$ cat src/rtl/rf_pkt_receiver.sv
// rf_pkt_receiver
//   Recovers packets from an RF detector output. Short pulses on din are
//   stretched across a bit period of DIV clocks. Each bit period yields one
//   sample, which is shifted into a sync hunter. Once SYNC_WORD is seen, the
//   next PKT_W samples are assembled into a payload. The payload is pushed
//   into a small first-word-fall-through FIFO that the readout side drains.
//
// Ports
//   clk        in   system clock
//   rst        in   asynchronous reset, active low
//   din        in   RF detector output (pulses may last a single clock)
//   pkt_rd     in   pop the FIFO head (ignored while empty)
//   ovf_clr    in   clear the sticky overflow flag
//   pkt_data   out  FIFO head payload, first received bit in the MSB, 0 when empty
//   pkt_valid  out  FIFO holds at least one packet
//   pkt_rec    out  one-cycle strobe after a packet is written into the FIFO
//   fifo_count out  number of stored packets
//   overflow   out  sticky: a completed packet was dropped because the FIFO was full
//   hunting    out  high while searching for the sync word

module rf_pkt_receiver #(
    parameter int                PKT_W      = 64,
    parameter int                DIV        = 1000,
    parameter int                SYNC_W     = 8,
    parameter logic [SYNC_W-1:0] SYNC_WORD  = 8'hA5,
    parameter int                FIFO_DEPTH = 4,
    parameter int                CW         = $clog2(FIFO_DEPTH + 1)
) (
    input  logic             clk,
    input  logic             rst,
    input  logic             din,
    input  logic             pkt_rd,
    input  logic             ovf_clr,
    output logic [PKT_W-1:0] pkt_data,
    output logic             pkt_valid,
    output logic             pkt_rec,
    output logic [CW-1:0]    fifo_count,
    output logic             overflow,
    output logic             hunting
);

    localparam int DW = $clog2(DIV);
    localparam int BW = $clog2(PKT_W);
    localparam int AW = $clog2(FIFO_DEPTH);

    typedef enum logic {
        HUNT,
        RECV
    } state_t;

    state_t state, state_next;

    logic [DW-1:0]     div_cnt;
    logic              flag;
    logic              tick;
    logic              bit_s;
    logic [SYNC_W-1:0] sync_sh;
    logic [SYNC_W-1:0] sync_next;
    logic [PKT_W-1:0]  payload;
    logic [PKT_W-1:0]  payload_next;
    logic [BW-1:0]     bit_cnt;
    logic              sync_match;
    logic              last_bit;

    logic [PKT_W-1:0]  mem [FIFO_DEPTH];
    logic [AW-1:0]     wr_ptr;
    logic [AW-1:0]     rd_ptr;
    logic [AW-1:0]     rd_next;
    logic [CW-1:0]     count_next;
    logic [PKT_W-1:0]  head_next;
    logic              fifo_full;
    logic              pop;
    logic              push_ok;
    logic              drop;

    assign tick  = (div_cnt == DW'(DIV - 1));
    // A pulse counts if it was caught earlier in the window or is present on the tick itself.
    assign bit_s = flag | din;

    assign sync_next    = (sync_sh << 1) | SYNC_W'(bit_s);
    assign payload_next = (payload << 1) | PKT_W'(bit_s);

    assign sync_match = (state == HUNT) && tick && (sync_next == SYNC_WORD);
    assign last_bit   = (state == RECV) && tick && (bit_cnt == BW'(PKT_W - 1));

    assign fifo_full = (fifo_count == CW'(FIFO_DEPTH));
    assign pop       = pkt_rd && (fifo_count != '0);
    // A pop in the same cycle frees the slot, so a full FIFO still accepts the push.
    assign push_ok   = last_bit && (!fifo_full || pop);
    assign drop      = last_bit && !push_ok;

    always_ff @(posedge clk or negedge rst) begin
        if (!rst) begin
            state <= HUNT;
        end else begin
            state <= state_next;
        end
    end

    always_comb begin
        state_next = state;
        case (state)
            HUNT: if (sync_match) state_next = RECV;
            RECV: if (last_bit)   state_next = HUNT;
            default: state_next = HUNT;
        endcase
    end

    always_comb begin
        hunting = (state == HUNT);
    end

    // Bit timing, pulse stretching and the sync/payload shifters.
    // The flag is cleared on the tick rather than loaded with din, so a pulse
    // that straddles the tick only counts again if din is still high afterwards.
    always_ff @(posedge clk or negedge rst) begin
        if (!rst) begin
            div_cnt <= '0;
            flag    <= 1'b0;
            sync_sh <= '0;
            payload <= '0;
            bit_cnt <= '0;
        end else begin
            div_cnt <= tick ? '0 : div_cnt + DW'(1);
            flag    <= tick ? 1'b0 : (flag | din);
            if (tick) begin
                if (state == HUNT) begin
                    sync_sh <= sync_next;
                    if (sync_match) begin
                        bit_cnt <= '0;
                        payload <= '0;
                    end
                end else begin
                    payload <= payload_next;
                    bit_cnt <= bit_cnt + BW'(1);
                    // Payload bits must never contribute to the next sync match.
                    if (last_bit) sync_sh <= '0;
                end
            end
        end
    end

    always_comb begin
        count_next = fifo_count;
        if (push_ok && !pop) begin
            count_next = fifo_count + CW'(1);
        end else if (!push_ok && pop) begin
            count_next = fifo_count - CW'(1);
        end
    end

    assign rd_next = pop ? rd_ptr + AW'(1) : rd_ptr;

    // The registered head is precomputed. When the new head is the slot being
    // written this cycle, it comes from the payload rather than from memory.
    always_comb begin
        head_next = mem[rd_next];
        if (count_next == '0) begin
            head_next = '0;
        end else if (push_ok && (rd_next == wr_ptr)) begin
            head_next = payload_next;
        end
    end

    always_ff @(posedge clk) begin
        if (push_ok) mem[wr_ptr] <= payload_next;
    end

    always_ff @(posedge clk or negedge rst) begin
        if (!rst) begin
            wr_ptr     <= '0;
            rd_ptr     <= '0;
            fifo_count <= '0;
            pkt_valid  <= 1'b0;
            pkt_data   <= '0;
            pkt_rec    <= 1'b0;
            overflow   <= 1'b0;
        end else begin
            if (push_ok) wr_ptr <= wr_ptr + AW'(1);
            rd_ptr     <= rd_next;
            fifo_count <= count_next;
            pkt_valid  <= (count_next != '0);
            pkt_data   <= head_next;
            pkt_rec    <= push_ok;
            // A new drop wins over a simultaneous clear.
            if (drop) begin
                overflow <= 1'b1;
            end else if (ovf_clr) begin
                overflow <= 1'b0;
            end
        end
    end

endmodule

$ cat config.mk
export PLATFORM = sky130hd
export DESIGN_NAME = rf_pkt_receiver
export DESIGN_NICKNAME = d
export VERILOG_FILES = /design/src/rtl/rf_pkt_receiver.sv
export SDC_FILE = /design/constraint.sdc
export NUM_CORES = 1
export LEC_CHECK = 0
export ABC_AREA = 1
export CORE_MARGIN = 5
export CORE_UTILIZATION = 30
export DETAILED_ROUTE_END_ITERATION = 10
export GPL_TIMING_DRIVEN = 0
export REMOVE_ABC_BUFFERS = 1
export SLEW_MARGIN = 15
export SYNTH_ARGS = -nofsm -noshare
export SYNTH_HDL_FRONTEND = slang
export SYNTH_SLANG_ARGS = --single-unit
$ cat constraint.sdc
create_clock -name clk -period 7.34 [get_ports clk]
set_clock_uncertainty 0.05 [all_clocks]
set_input_delay 0.734 -clock clk [delete_from_list [all_inputs] [get_ports clk]]
set_output_delay 0.734 -clock clk [all_outputs]
set_load 0.02 [all_outputs]
* Word level (Yosys, flattened, before mapping) *
Memory sizes are Yosys's and may differ from the RTL's.
Index checks and enable logic that the tools add are counted.

cells by class
  $add $sub $neg = 6
  equality and inequality tests = 6
  multiplexer cells = 20
  bitwise gates (word level) = 4
  reduce and logical (&&, ||, !) cells = 21

operator list
  operator                 count
  $mux W64                 2
  $mux W63                 2
  $or A64 B1 Y64           1
  $mux W7                  2
  $mux W6                  2
  $add A10 B1 Y10 const B  1
  $eq A10 B10 Y1 const B   1
  $logic_and A1 B1 Y1      10
  $mux W10                 1
  $eq A8 B8 Y1 const B     1
  $or A8 B1 Y8             1
  $mux W1                  7
  $add A6 B1 Y6 const B    1
  $eq A6 B6 Y1 const B     1
  $mux W3                  2
  $reduce_bool A3 Y1       2
  $add A2 B1 Y2 const B    2
  $reduce_and A2 Y1        2
  $reduce_bool A2 Y1       2
  $add A3 B1 Y3 const B    1
  $eq A3 B3 Y1 const B     1
  $logic_not A1 Y1         3
  $logic_not A3 Y1         1
  $sub A3 B1 Y3 const B    1
  7 further kinds          7

word-level totals
  register bits = 162
  memory bits (writable) = 256
  input bits = 5
  output and inout port bits = 71
  word-level logic and storage cells = 71
  memories = 1

memory list
  name  words  width  rd ports  clocked after Yosys merged registers in  wr ports  RTL line  source
  mem   4      64     1         0                                        1         65        logic [PKT_W-1:0] mem [FIFO_DEPTH];

* Longest topological paths before layout *
Gate-level depths: netlist of the first run.

  depth in word-level cells = 10
  mapped depth = 15
  mapped depth without buffers = 14

* Least setup slack after synthesis of the first run *
Ideal clock, no wire load.

  path kind = reg-to-reg
  start point = register fifo_count[0]
  end point = memory mem[0][0], enable pin
  library setup time = 0.486 ns
  arrival = 4.306 ns
  data required time = 6.804 ns
  slack = 2.498 ns
  cell stages (with the launch flop) = 9
  buffers on the path = 1
  period minus slack after synthesis = 4.842 ns
  path through = dfrtp_1 inv_1 ha_1 nand3_1 inv_1 nor3_4 buf_2 inv_1 nor2_1

between the ends
  word-level cells in the longest chain between the ends = 6
  elaborated cells between the ends (all ways) = 8
  classes of those cells = 1 x eq/ne; 2 x mux; 5 x reduce/logical

ends and longest elaborated chain
  element                                                         RTL line  source
  from (decl)                                                     37        output logic [CW-1:0] fifo_count,
  from (signal assigned)                                          181       fifo_count <= count_next;
  $eq A3 B3 Y1 / $reduce_bool A3 Y1 (equally long branches)       86, 87
  $logic_not A1 Y1 / $logic_and A1 B1 Y1 (equally long branches)  89, 87
  $logic_or A1 B1 Y1 *                                            89        assign push_ok = last_bit && (!fifo_full || pop);
  $logic_and A1 B1 Y1 *                                           89
  net push_ok                                                     73        logic push_ok;
  $mux W1 *                                                       166       if (push_ok) mem[wr_ptr] <= payload_next;
  $mux W1 (implied by the code) *                                 166
  to (decl)                                                       65

Mark *: on every way through the listed nets, which the timed path passes. The rest lies on a longest branch.

* Worst setup path after layout of the first run *
  start point = register fifo_count[0]
  end point = register pkt_data[22]

between the ends
  word-level cells in the longest chain between the ends = 10
  elaborated cells between the ends (all ways) = 21
  classes of those cells = 2 x add/sub; 2 x eq/ne; 5 x mux; 11 x reduce/logical; 1 x memory

ends and longest elaborated chain
  element                                                         RTL line  source
  $eq A3 B3 Y1 / $reduce_bool A3 Y1 (equally long branches)       86, 87
  $logic_not A1 Y1 / $logic_and A1 B1 Y1 (equally long branches)  89, 87
  $logic_or A1 B1 Y1                                              89
  $logic_and A1 B1 Y1                                             89
  $logic_not A1 Y1                                                147       end else if (!push_ok && pop) begin
  $logic_and A1 B1 Y1                                             147
  $mux W3                                                         147
  $mux W3                                                         145       if (push_ok && !pop) begin
  $logic_not A3 Y1                                                158       if (count_next == '0) begin
  $mux W64 *                                                      158
  net head_next[22]                                               70        logic [PKT_W-1:0] head_next;
  to (signal assigned)                                            183       pkt_data <= head_next;
  to (decl)                                                       34        output logic [PKT_W-1:0] pkt_data,

Marked as above.
A chain may end at the register's enable or synchronous reset.

==> flow_summary.json, run 1 <==
{
  "syn_to_final_growth_pct": 20.5,
  "cpPeakStageDelay_ns": 0.48,
  "r2r-start": "fifo_count[0]$_DFF_PN0_",
  "gp_congestion": 0.737,
  "yosysMostFrequentCell": "nand2_1",
  "synth_area_leaders": "edfxtp_1, dfrtp_1, nand2_1",
  "via_per_inst": 4.62,
  "slowest_stage": "nor2_4",
  "p_per_area_nw_per_um2": 356,
  "antenna_cells": 0,
  "cts_resized": 0,
  "grt_max_degree": 110,
  "drc_errors": 0,
  "yosys.area.top_type": "edfxtp_1",
  "die_area_um2": 61200,
  "whs_ns": 0.0974,
  "numCtsBuffers": 44,
  "worst_skew_pair.late_latency_ns": 0.56,
  "hold_buffers": 0,
  "arrival_ns": 4.79,
  "fin_util_pct": 36.3,
  "drt_iter0_drc": 779,
  "grt_pass1_vias": 11022,
  "synth_flop_cell": "edfxtp_1",
  "path_cells": "inv_1, ha_1, a21oi_4, nand2_2, nand2_8, buf_16, xor2_1, nor2_4, buf_16, buf_16, nand2_4, buf_16, nand2_1, nand2_1, nand2_1, inv_1",
  "yosysUniqueCellTypes": 33,
  "start_util_pct": 30.1,
  "async_flop_share_pct": 38.8,
  "maxSlewViolCount": 0,
  "rsz0062_at_grt": "false",
  "end_kind": "flip-flop",
  "dr.pass1.iters": 5,
  "critical_path_class": "reg -> reg",
  "setup_viol": 0,
  "hold_viol_final": 0,
  "antenna_left": 0,
  "clock_path_buffers": 3,
  "leakagePower_uw": 0.00916,
  "timing.setup.tns_ns": 0,
  "track_usage_pct": 12.8,
  "fill_cells": 5502,
  "critical_path.top_delay_family": "simple AND/OR/NAND/NOR gates",
  "postSynthAreaPerCell_um2": 11.1,
  "ys_ff_latch": 418,
  "antenna_found_initial": 0,
  "hold_path.class": "in -> async",
  "seq_area_frac_synth_pct": 69.4,
  "h-tree-depth": 2,
  "coreArea_um2": 56200,
  "critPathLaunchType": "flip-flop",
  "die_h_um": 247,
  "path_clk_slew_ns": 0.06,
  "synth_area_um2": 16900,
  "cap_violations": 0,
  "drive_above_1_share_pct": 7.86,
  "relSlewSlack_pct": 49.6,
  "r2r_cells": 16,
  "yosysWarnings": 0,
  "max_clock_freq_mhz": 227,
  "syn_inst": 1525,
  "placed_cell_area_um2": 19000,
  "synth-edff-count": 256,
  "critical_path.most_common_cell": "buf_16",
  "dp_hpwl_um": 22700,
  "grt_pass1_wl_um": 62300,
  "post-route-min-period_ns": 4.40,
  "fp.dieW_um": 247,
  "wl_um": 39500,
  "cts_setup_buffers": 0,
  "num-nets-final": 1607,
  "ir_drop_mv": 0.245,
  "outcome": "finished clean",
  "numPortBuffers": 75,
  "required_ns": 7.73,
  "cts.sink_count": 418,
  "cts.root.buffer_cell": "clkbuf_16",
  "cts_tree": "done",
  "avgRoutedWirePerCell_um": 16.6,
  "worstReg2RegEnd": "pkt_data[22]$_DFF_PN0_",
  "rows": 87,
  "yosysTopAreaCellShare_pct": 45.5,
  "path_max_fanout": 109,
  "finalCritPeriodShare_pct": 59.9,
  "overflow": 0,
  "worst_slew_pin_slew_ns": 0.754,
  "finish.instance_area_um2": 20400,
  "num_vias": 11017,
  "synthTopCellsByCount": "nand2_1, edfxtp_1, inv_1, dfrtp_1, o21ai_0",
  "io_pins": 76,
  "path_buf_inv": 6,
  "r2r_setup_slack_ns": 2.94
}
## sequential cells by signal, summed over array words and instances (netlist names), 2 cells and up
name        flops
rd_ptr          2
wr_ptr          2
sync_sh         7
payload        63
fifo_count      3
pkt_data       64
bit_cnt         6
div_cnt        10
mem           256
## cell usage in the layout, fill, tap and decap left out, types with 2 or more instances in the layout
| cell | Yosys | final |
|---|---|---|
| clkbuf_16 | 0 | 44 |
| nor2_1 | 82 | 78 |
| o21ai_1 | 50 | 50 |
| inv_1 | 219 | 218 |
| xor2_1 | 8 | 8 |
| ha_1 | 9 | 9 |
| clkdlybuf4s50_1 | 0 | 74 |
| xnor2_1 | 2 | 2 |
| a21oi_1 | 4 | 4 |
| o21ai_0 | 92 | 91 |
| clkbuf_8 | 0 | 7 |
| nor4_1 | 3 | 3 |
| nand3b_1 | 2 | 2 |
| nor3_1 | 6 | 6 |
| dfrtp_1 | 162 | 162 |
| o22ai_1 | 64 | 64 |
| clkbuf_1 | 34 | 18 |
| nand3_1 | 78 | 77 |
| bufinv_16 | 0 | 2 |
| nand2_4 | 0 | 3 |
| nor2_4 | 0 | 5 |
| edfxtp_1 | 256 | 256 |
| clkinv_2 | 0 | 6 |
| nor2_2 | 4 | 3 |
| nand2_2 | 4 | 2 |
| nand3_4 | 0 | 2 |
| o211ai_1 | 64 | 64 |
| buf_12 | 0 | 10 |
| buf_16 | 0 | 15 |
| nand2_1 | 308 | 306 |
| inv_2 | 13 | 13 |
| nand4_1 | 4 | 4 |
| buf_8 | 0 | 6 |
| clkinv_1 | 1 | 2 |
## worst max path at each step
stage | startpoint | to | slack [ns] | cells after the start
finish | fifo_count[0]$_DFF_PN0_ | pkt_data[22]$_DFF_PN0_ | 2.94 | 16
detailed placement | pkt_rd | pkt_data[22]$_DFF_PN0_ | 2.47 | 16
floorplan | fifo_count[0]$_DFF_PN0_ | mem[0][0]$_DFFE_PP_ | 1.44 | 7
CTS | fifo_count[0]$_DFF_PN0_ | pkt_data[22]$_DFF_PN0_ | 2.95 | 16
global placement | pkt_rd | pkt_data[10]$_DFF_PN0_ | -3.96 | 12
global route | fifo_count[0]$_DFF_PN0_ | pkt_data[33]$_DFF_PN0_ | 2.69 | 16
## where the power goes
| group | internal, µW | switching (µW) | total [µW] | leakage [µW] |
|---|---|---|---|---|
| clock | 1260 | 898 | 2150 | 0.000679 |
| combinational | 849 | 1590 | 2440 | 0.00364 |
| sequential | 2620 | 52.0 | 2670 | 0.00483 |
## area by class of cell
class	instances	area [µm²]	share of cell area, %
clock inverters	12	126	0.620
flip-flops and latches	418	11700	57.6
repair buffers	105	1440	7.09
multi-input cells	791	3980	19.5
well taps	756	946	4.64
clock buffers	69	1260	6.21
inverters	233	877	4.30
## cell families (layout without fill, tap and decap cells)
kind of cell,after synthesis,in the layout,synth area share [%]
AND/OR/NAND/NOR,496,496,12.1
buffers and inverters,316,419,7.65
flip-flops,418,418,69.4
adder cells (fa/ha/maj),9,9,0.666
AO/OA/AOI/OAI,276,276,9.68
XOR/XNOR,10,10,0.518
## metrics by stage
step                      setup slack [ns]  power (µW)  std cells
after detailed placement              2.47        5200       2303
after global placement               -3.96        5100       2273
after floorplan                       1.44        4160       1442
after CTS                             2.95        7380       2384
final                                 2.94        7260       2384
after global routing                  2.69        7740       2384
## layer usage
layer	track usage (%)	share of wire (%)
met5	0	0
met1	17.9	46
met2	21.0	47
met4	2.87	1.7
met3	2.36	5.4
(Power assumes the default switching activity.)
==> run 2: changes to the inputs <==
Clock period 7.34 ns to 4.4 ns, I/O delays scaled along.
==> run 2 against run 1 <==
  * Sequential power up 67%
  * Core utilization about the same
  * Die area unchanged
  * Final area up 0.12%
  * First-iteration DRC count down 0.64%
  * Global-route usage about the same
  * Total power up 67%
  * Critical path depth unchanged
  * Sequential cell count unchanged
  * Routed wire length about the same
  * Maximum frequency up 8.7%
  * Register-to-register slack worse by 2.6 ns
  * Critical path type unchanged
==> flow_summary.json, run 2 (synthesis gave the netlist of run 1 again) <==
{
  "outcome": "finished clean",
  "numPortBuffers": 75,
  "ir_drop_mv": 0.406,
  "num-nets-final": 1610,
  "slowest_stage": "nand2_8",
  "critical_path.most_common_cell": "buf_16",
  "wl_met1_um": 18000,
  "largest_reg_flops": 256,
  "combPwrFrac_pct": 33.7,
  "max_clock_freq_mhz": 247,
  "grt_max_degree": 110,
  "cap_violations": 0,
  "finalCritPeriodShare_pct": 92.0,
  "fill_cells": 5499,
  "top_layer": "met4",
  "arrival_ns": 4.44,
  "io_pins": 76,
  "coreArea_um2": 56200,
  "antenna_left": 0,
  "hold_path.class": "in -> async",
  "placedCellCount": 2303,
  "drive_above_1_share_pct": 7.97,
  "start_util_pct": 30.1,
  "dp_hpwl_um": 22700,
  "worst_skew_pair.late_latency_ns": 0.56,
  "die_h_um": 247,
  "end_kind": "flip-flop",
  "gp_congestion": 0.737,
  "wl_met2_um": 18500,
  "final_common_cell": "nand2_1",
  "route.met3.wl_um": 2260,
  "dr.pass1.iters": 5,
  "p_per_area_nw_per_um2": 595,
  "required_ns": 4.79,
  "p_int_uw": 7890,
  "cts.sink_count": 418,
  "avgRoutedWirePerCell_um": 16.5,
  "clock_path_buffers": 3,
  "numCtsBuffers": 44,
  "drc_errors": 0,
  "layout_common_cells": "nand2_1, edfxtp_1, inv_1",
  "grt_pass1_vias": 11016,
  "p_switching_uw": 4240,
  "post-route-min-period_ns": 4.05,
  "power.total_uw": 12100,
  "cpPeakStageDelay_ns": 0.42,
  "h-tree-depth": 2,
  "overflow": 0,
  "critPathLaunchType": "flip-flop",
  "rsz0062_at_grt": "false",
  "grt_pass1_wl_um": 62300,
  "wl_um": 39500,
  "max_flop_register": "mem",
  "fp.dieW_um": 247,
  "reg_top3": "mem: 256 flops, pkt_data: 64 flops, payload: 63 flops",
  "p_seq_share_pct": 36.7,
  "leakagePower_uw": 0.00917,
  "drt_iter0_drc": 774,
  "worst_slew_pin_slew_ns": 0.753,
  "path_cells": "inv_1, ha_1, a21oi_4, nand2_2, nand2_8, buf_16, xor2_1, nor2_4, buf_16, buf_16, nand2_4, buf_16, nand2_1, nand2_1, nand2_1, inv_1",
  "num_vias": 10973,
  "path_max_fanout": 109,
  "cts.root.buffer_cell": "clkbuf_16",
  "syn_to_final_growth_pct": 20.6,
  "rows": 87,
  "cts_resized": 0,
  "hold_viol_final": 0,
  "die_area_um2": 61200,
  "finalNonFillerCells": 2387,
  "relSlewSlack_pct": 49.6,
  "setup_viol": 0,
  "antenna_cells": 0,
  "via_per_inst": 4.60,
  "path_clk_slew_ns": 0.06,
  "cts_tree": "done",
  "maxSlewViolCount": 0,
  "critical_path_class": "reg -> reg",
  "track_usage_pct": 12.8,
  "critical_path.top_delay_family": "simple AND/OR/NAND/NOR gates",
  "antenna_found_initial": 0,
  "netSwitchingFraction_pct": 35.0,
  "path_buf_inv": 6,
  "power.share.clock_pct": 29.7
}
## run 2: changes by cell type in the layout (fill, tap and decap cells not counted)
cell and delta:
buf_4 +2, dlygate4sd3_1 +1
## run 2: power groups by stage
stage	Combinational (µW)	Sequential, µW	Clock (µW)
2_1_floorplan	2180	4760	0
3_5_place_dp	4140	4540	0
5_1_grt	4600	4470	3860
6_report	4090	4450	3600
4_1_cts	4150	4460	3700
3_3_place_gp	3850	4540	0
## run 2: final timing paths
kind                                          from                endpoint  slack, ns  cells past startpoint
min                                            rst  pkt_data[57]$_DFF_PN0_       0.39                      2
max                        fifo_count[0]$_DFF_PN0_  pkt_data[22]$_DFF_PN0_       0.35                     16
max reg2reg                fifo_count[0]$_DFF_PN0_  pkt_data[22]$_DFF_PN0_       0.35                     16
max in group asynchronous                      rst  pkt_data[28]$_DFF_PN0_       3.01                      3
min in group clk                           ovf_clr    overflow$_DFFE_PN0P_       0.40                      2
min reg2reg                   div_cnt[0]$_DFF_PN0_    div_cnt[0]$_DFF_PN0_       0.41                      1
## run 2: metrics by stage
stage               setup TNS (ns)  cell area (µm²)  hold WS (ns)  utilization, %  setup WS [ns]
detailed placement           -3.44            19000         0.410            33.8         -0.172
CTS                              0            20400         0.373            36.3         0.0126
floorplan                  -462.62            16500        0.0944               -          -1.50
finish                           0            20400         0.392            36.3          0.353
global placement          -2709.33            18200         0.398            32.4          -6.60
global route                     0            20400         0.400            36.3          0.121
## run 2: repair_timing
action                     CTS  global route
hold buffers                 1             0
buffers inserted             0             2
setup endpoints to repair    0            42
hold endpoints to repair    72             0
## run 2: routing by layer
metal,track usage (%),up-vias
li1,-,5257
met1,17.9,5387
met2,21.0,277
met3,2.36,52
met4,2.87,0
met5,0,-
## run 2: layout make-up
type | instances | area [µm²] | area share, %
clock buffer | 69 | 1260 | 6.20
inverter | 233 | 877 | 4.30
timing repair buffer | 108 | 1470 | 7.20
clock inverter | 12 | 126 | 0.619
multi-input combinational | 791 | 3980 | 19.5
sequential | 418 | 11700 | 57.5
tap | 756 | 946 | 4.64
==> RTL change 1 (flow settings as in run 2) <==
Change the parameter `PKT_W` from 64 to 128.
--- a/src/rtl/rf_pkt_receiver.sv
+++ b/src/rtl/rf_pkt_receiver.sv
@@ -20,5 +20,5 @@
 
 module rf_pkt_receiver #(
-    parameter int                PKT_W      = 64,
+    parameter int                PKT_W      = 128,
     parameter int                DIV        = 1000,
     parameter int                SYNC_W     = 8,
Ports: changed (resized pkt_data); port bits go from 76 to 140. No check against the original RTL was run, so the function may have changed too.
==> RTL change 1 against run 2 <==
Routed wire length grew 100%; sequential cell count grew 385; final cell count grew 92%; worst setup slack lost 0.046 ns; combinational power grew 150%; area after synthesis grew 95%; synthesized cell count grew 95%; cell area grew 97%; total power grew 120%.
==> RTL change 1: results <==
grt:
  grt_first_pass_wirelength_um: 124000
  grt_usage_pct: 13.5
  grt_max_degree: 141
yosys:
  synth_edf_count: 512
  synthTopCellsByArea: "edfxtp_1, dfrtp_1, nand2_1"
  synth-xor-area-share_pct: 0.338
  async_flop_share_pct: 36.2
  synth_cells: 2968
  yosys-top-cells-count: "nand2_1, inv_1, edfxtp_1"
  synth_fa_ha_area_share_pct: 0.342
layout:
  layout-drive-gt1-share_pct: 8.05
  final_nets: 3105
  final_cells: 4581
pwr:
  ir_worst_vdd_mv: 0.532
  switching_share_pct: 36.0
placement:
  postPlaceCellArea_um2: 37000
  place_inst: 4406
  gp_congestion: 0.701
  numPortBuffers: 139
  preCtsSetupSlack_ns: -0.594
critical_path:
  reg2reg_depth: 18
  r2r_slack_ns: 0.31
  critPathMaxFanout: 73
clock_network:
  cts_max_level: 3
  post-cts-setup-buffers: 3
sta:
  whs_ns: 0.250
  worstMarginPinSlew_ns: 0.792
floorplan:
  row_count: 121
outcome:
  status: "completed"
route:
  route.met3.wl_um: 3940
  wl_per_cell_um: 17.4
  met1Wirelength_um: 35400
==> RTL change 1: changes by cell type after synthesis, moves of 60 or more <==
| cell | run 2 | this run |
|---|---|---|
| nor2_1 | 82 | 22 |
| dfrtp_1 | 162 | 291 |
| o22ai_1 | 64 | 127 |
| o211ai_1 | 64 | 256 |
| buf_2 | 35 | 115 |
| o21ai_0 | 92 | 13 |
| edfxtp_1 | 256 | 512 |
| nand2_1 | 308 | 811 |
| nand4_1 | 4 | 132 |
| inv_1 | 219 | 532 |
==> RTL change 1: power by group through the flow <==
| stage | clock network, mW | logic, mW | registers [mW] |
|---|---|---|---|
| 6_report | 7.74 | 10.2 | 8.83 |
| 5_1_grt | 8.27 | 11.3 | 8.89 |
| 4_1_cts | 7.99 | 10.4 | 8.85 |
| 3_5_place_dp | 0 | 10.2 | 8.99 |
| 3_3_place_gp | 0 | 7.21 | 8.96 |
| 2_1_floorplan | 0 | 4.59 | 9.64 |
==> RTL change 1: final cells by class <==
| cell class | count | area, um2 |
|---|---|---|
| multi-input combinational | 1434 | 7440 |
| clock buffer | 124 | 2520 |
| tap | 1414 | 1770 |
| clock inverter | 44 | 561 |
| inverter | 552 | 2080 |
| timing repair buffer | 210 | 3090 |
| fill | 10500 | 68900 |
| sequential | 803 | 22700 |
==> RTL change 1: per-layer routing <==
| layer | track usage (%) | vias up |
|---|---|---|
| li1 | - | 10200 |
| met1 | 17.9 | 10400 |
| met2 | 22.3 | 456 |
| met3 | 2.86 | 135 |
| met4 | 4.19 | 0 |
| met5 | 0 | - |
==> RTL change 1: worst max-delay path, delay by kind of cell (launching register included) <==
kind	cells	cell delay (ns)
buffers and inverters	8	1.58
AND/OR/NAND/NOR	8	1.31
flip-flops	1	0.43
adder cells (fa/ha/maj)	1	0.25
XOR/XNOR	1	0.23
==> RTL change 2 (config.mk and constraints of run 2) <==
Made on the original files. The output `pkt_rec` loses its register stage (`pkt_rec` becomes a continuous assignment). Comments in the files are not updated.
--- a/src/rtl/rf_pkt_receiver.sv
+++ b/src/rtl/rf_pkt_receiver.sv
@@ -174,5 +174,4 @@
             pkt_valid  <= 1'b0;
             pkt_data   <= '0;
-            pkt_rec    <= 1'b0;
             overflow   <= 1'b0;
         end else begin
@@ -182,5 +181,4 @@
             pkt_valid  <= (count_next != '0);
             pkt_data   <= head_next;
-            pkt_rec    <= push_ok;
             // A new drop wins over a simultaneous clear.
             if (drop) begin
@@ -192,4 +190,6 @@
     end
 
+    assign pkt_rec = push_ok;
+
 endmodule
 
Function: same outputs for any inputs over 10 cycles, from zero or initial values and one cycle with rst low; that may be too few to reach the edited logic, so the function may still have changed.
==> RTL change 2 against run 2 <==
Cell area is 0.37% higher; sequential cell count is 1 lower; sequential share of layout area is 0.33 points lower; routed wire length is 0.25% higher; total power is 1.3% higher; combinational power hardly changed; non-clock buffer count is 2 lower; worst setup slack worse by 0.073 ns; final cell count stayed put; via count is 0.67% higher; area after synthesis is 0.15% lower; critical path type unchanged; highest routed layer unchanged.
==> RTL change 2: results <==
clock_network:
  cts_buffers: 45
  clock_latency_ns: 0.57
  cts_max_level: 2
  ctsResizeCount: 0
  clock_path_buffers: 3
  root_buffer: "clkbuf_16"
  worst_setup_hold_path_clk_slew_ns: 0.06
yosys:
  synthTopCellsByArea: "edfxtp_1, dfrtp_1, nand2_1"
  synth_warnings: 0
  synth-seq-area-share_pct: 69.4
  ys.flop_type: "edfxtp_1"
  synth_edf_count: 256
  synth_cell_type_count: 33
  async_flop_share_pct: 38.6
  synth_cells: 1524
  yosys-top-cells-count: "nand2_1, edfxtp_1, inv_1"
route:
  routed_wl_um: 39600
  met1Wirelength_um: 18000
  top_layer_used: "met4"
  drtIter0Drc: 724
  wl_per_cell_um: 16.6
  firstDrtPassIters: 5
  wl_met2_um: 18900
  route.met3.wl_um: 1970
  routed_via_density: 4.63
layout:
  num_antenna_cells: 0
  reg_top3: "mem x256, pkt_data x64, payload x63"
  final_nets: 1608
  layout-drive-gt1-share_pct: 8.15
pwr:
  ir_worst_vdd_mv: 0.595
  p_leak_nw: 9.19
placement:
  postPlaceCellArea_um2: 19000
  preCtsSetupSlack_ns: 0.0791
  numPortBuffers: 75
  gp_congestion: 0.719
  place_inst: 2302
  dp.final_hpwl_um: 22800
critical_path:
  reg2reg_depth: 16
  path_class: "flop to flop"
  rr_endpoint: "pkt_data[61]$_DFF_PN0_"
  critPathMaxFanout: 49
  r2r_start: "fifo_count[0]$_DFF_PN0_"
  cp.arrival_ns: 4.51
  r2r_slack_ns: 0.28
grt:
  antenna_found_initial: 0
  grt_first_pass_wirelength_um: 62400
  grt_max_degree: 100
  grt_usage_pct: 12.8
  grt_pass1_vias: 11100
outcome:
  status: "completed"
sta:
  slew-limit-headroom_pct: 45.3
  clock.fmax_ghz: 0.243
  whs_ns: 0.400
hold_path:
  hold_path.class: "primary input to asynchronous set/reset pin"
==> RTL change 2: cell count changes after synthesis <==
cell	run 2	this run
dfrtp_1	162	161
==> RTL change 2: worst max-delay path: stages (launching register included) <==
cell and delay (ns):
dfrtp_1 0.40, inv_1 0.10, ha_1 0.26, a21oi_4 0.32, nand2_2 0.15, nand2_1 0.13, nand2_4 0.20, buf_16 0.29
nand2_1 0.10, nand2_1 0.09, nor2_4 0.63, nand2_4 0.52, buf_12 0.34, nand2_1 0.09, nand2_1 0.12, nand2_1 0.10
inv_1 0.06
==> RTL change 2: logic make-up after synthesis <==
kind of cell    synth area share, %
compound gates                 9.69
simple gates                   12.1
buf+inv                        7.66
flops                          69.4
fa+ha+maj                     0.667
xor+xnor                      0.519
==> RTL change 2: routing by layer <==
metal | up-vias | track usage [%]
met5 | - | 0
met4 | 0 | 3.12
met3 | 54 | 2.67
met2 | 235 | 21.0
met1 | 5489 | 17.6
li1 | 5268 | -
==> RTL change 2: layout make-up <==
type,count,area [um2]
clock buffer,62,1260
clock inverter,22,218
fill,5419,35600
inverter,233,877
multi-input combinational,791,3980
sequential,417,11700
tap,756,946
timing repair buffer,106,1480
==> RTL change 2: worst min path at each step <==
stage / to / start
global placement: div_cnt[0]$_DFF_PN0_ / div_cnt[0]$_DFF_PN0_
detailed placement: div_cnt[0]$_DFF_PN0_ / div_cnt[0]$_DFF_PN0_
floorplan: bit_cnt[0]$_DFFE_PN0P_ / rst
finish: pkt_data[26]$_DFF_PN0_ / rst
CTS: overflow$_DFFE_PN0P_ / ovf_clr
global route: overflow$_DFFE_PN0P_ / ovf_clr
==> RTL change 2: power breakdown <==
group | switching [mW] | internal, mW | total, mW
Sequential | 0.0881 | 4.35 | 4.44
Combinational | 2.68 | 1.42 | 4.10
Clock | 1.55 | 2.20 | 3.75
Total | 4.32 | 7.97 | 12.3
==> RTL change 2: repair_timing <==
| action | in CTS | in global routing |
|---|---|---|
| hold buffers | 1 | 0 |
| endpoints found under the hold margin | 76 | 0 |
| buffers inserted | 0 | 0 |
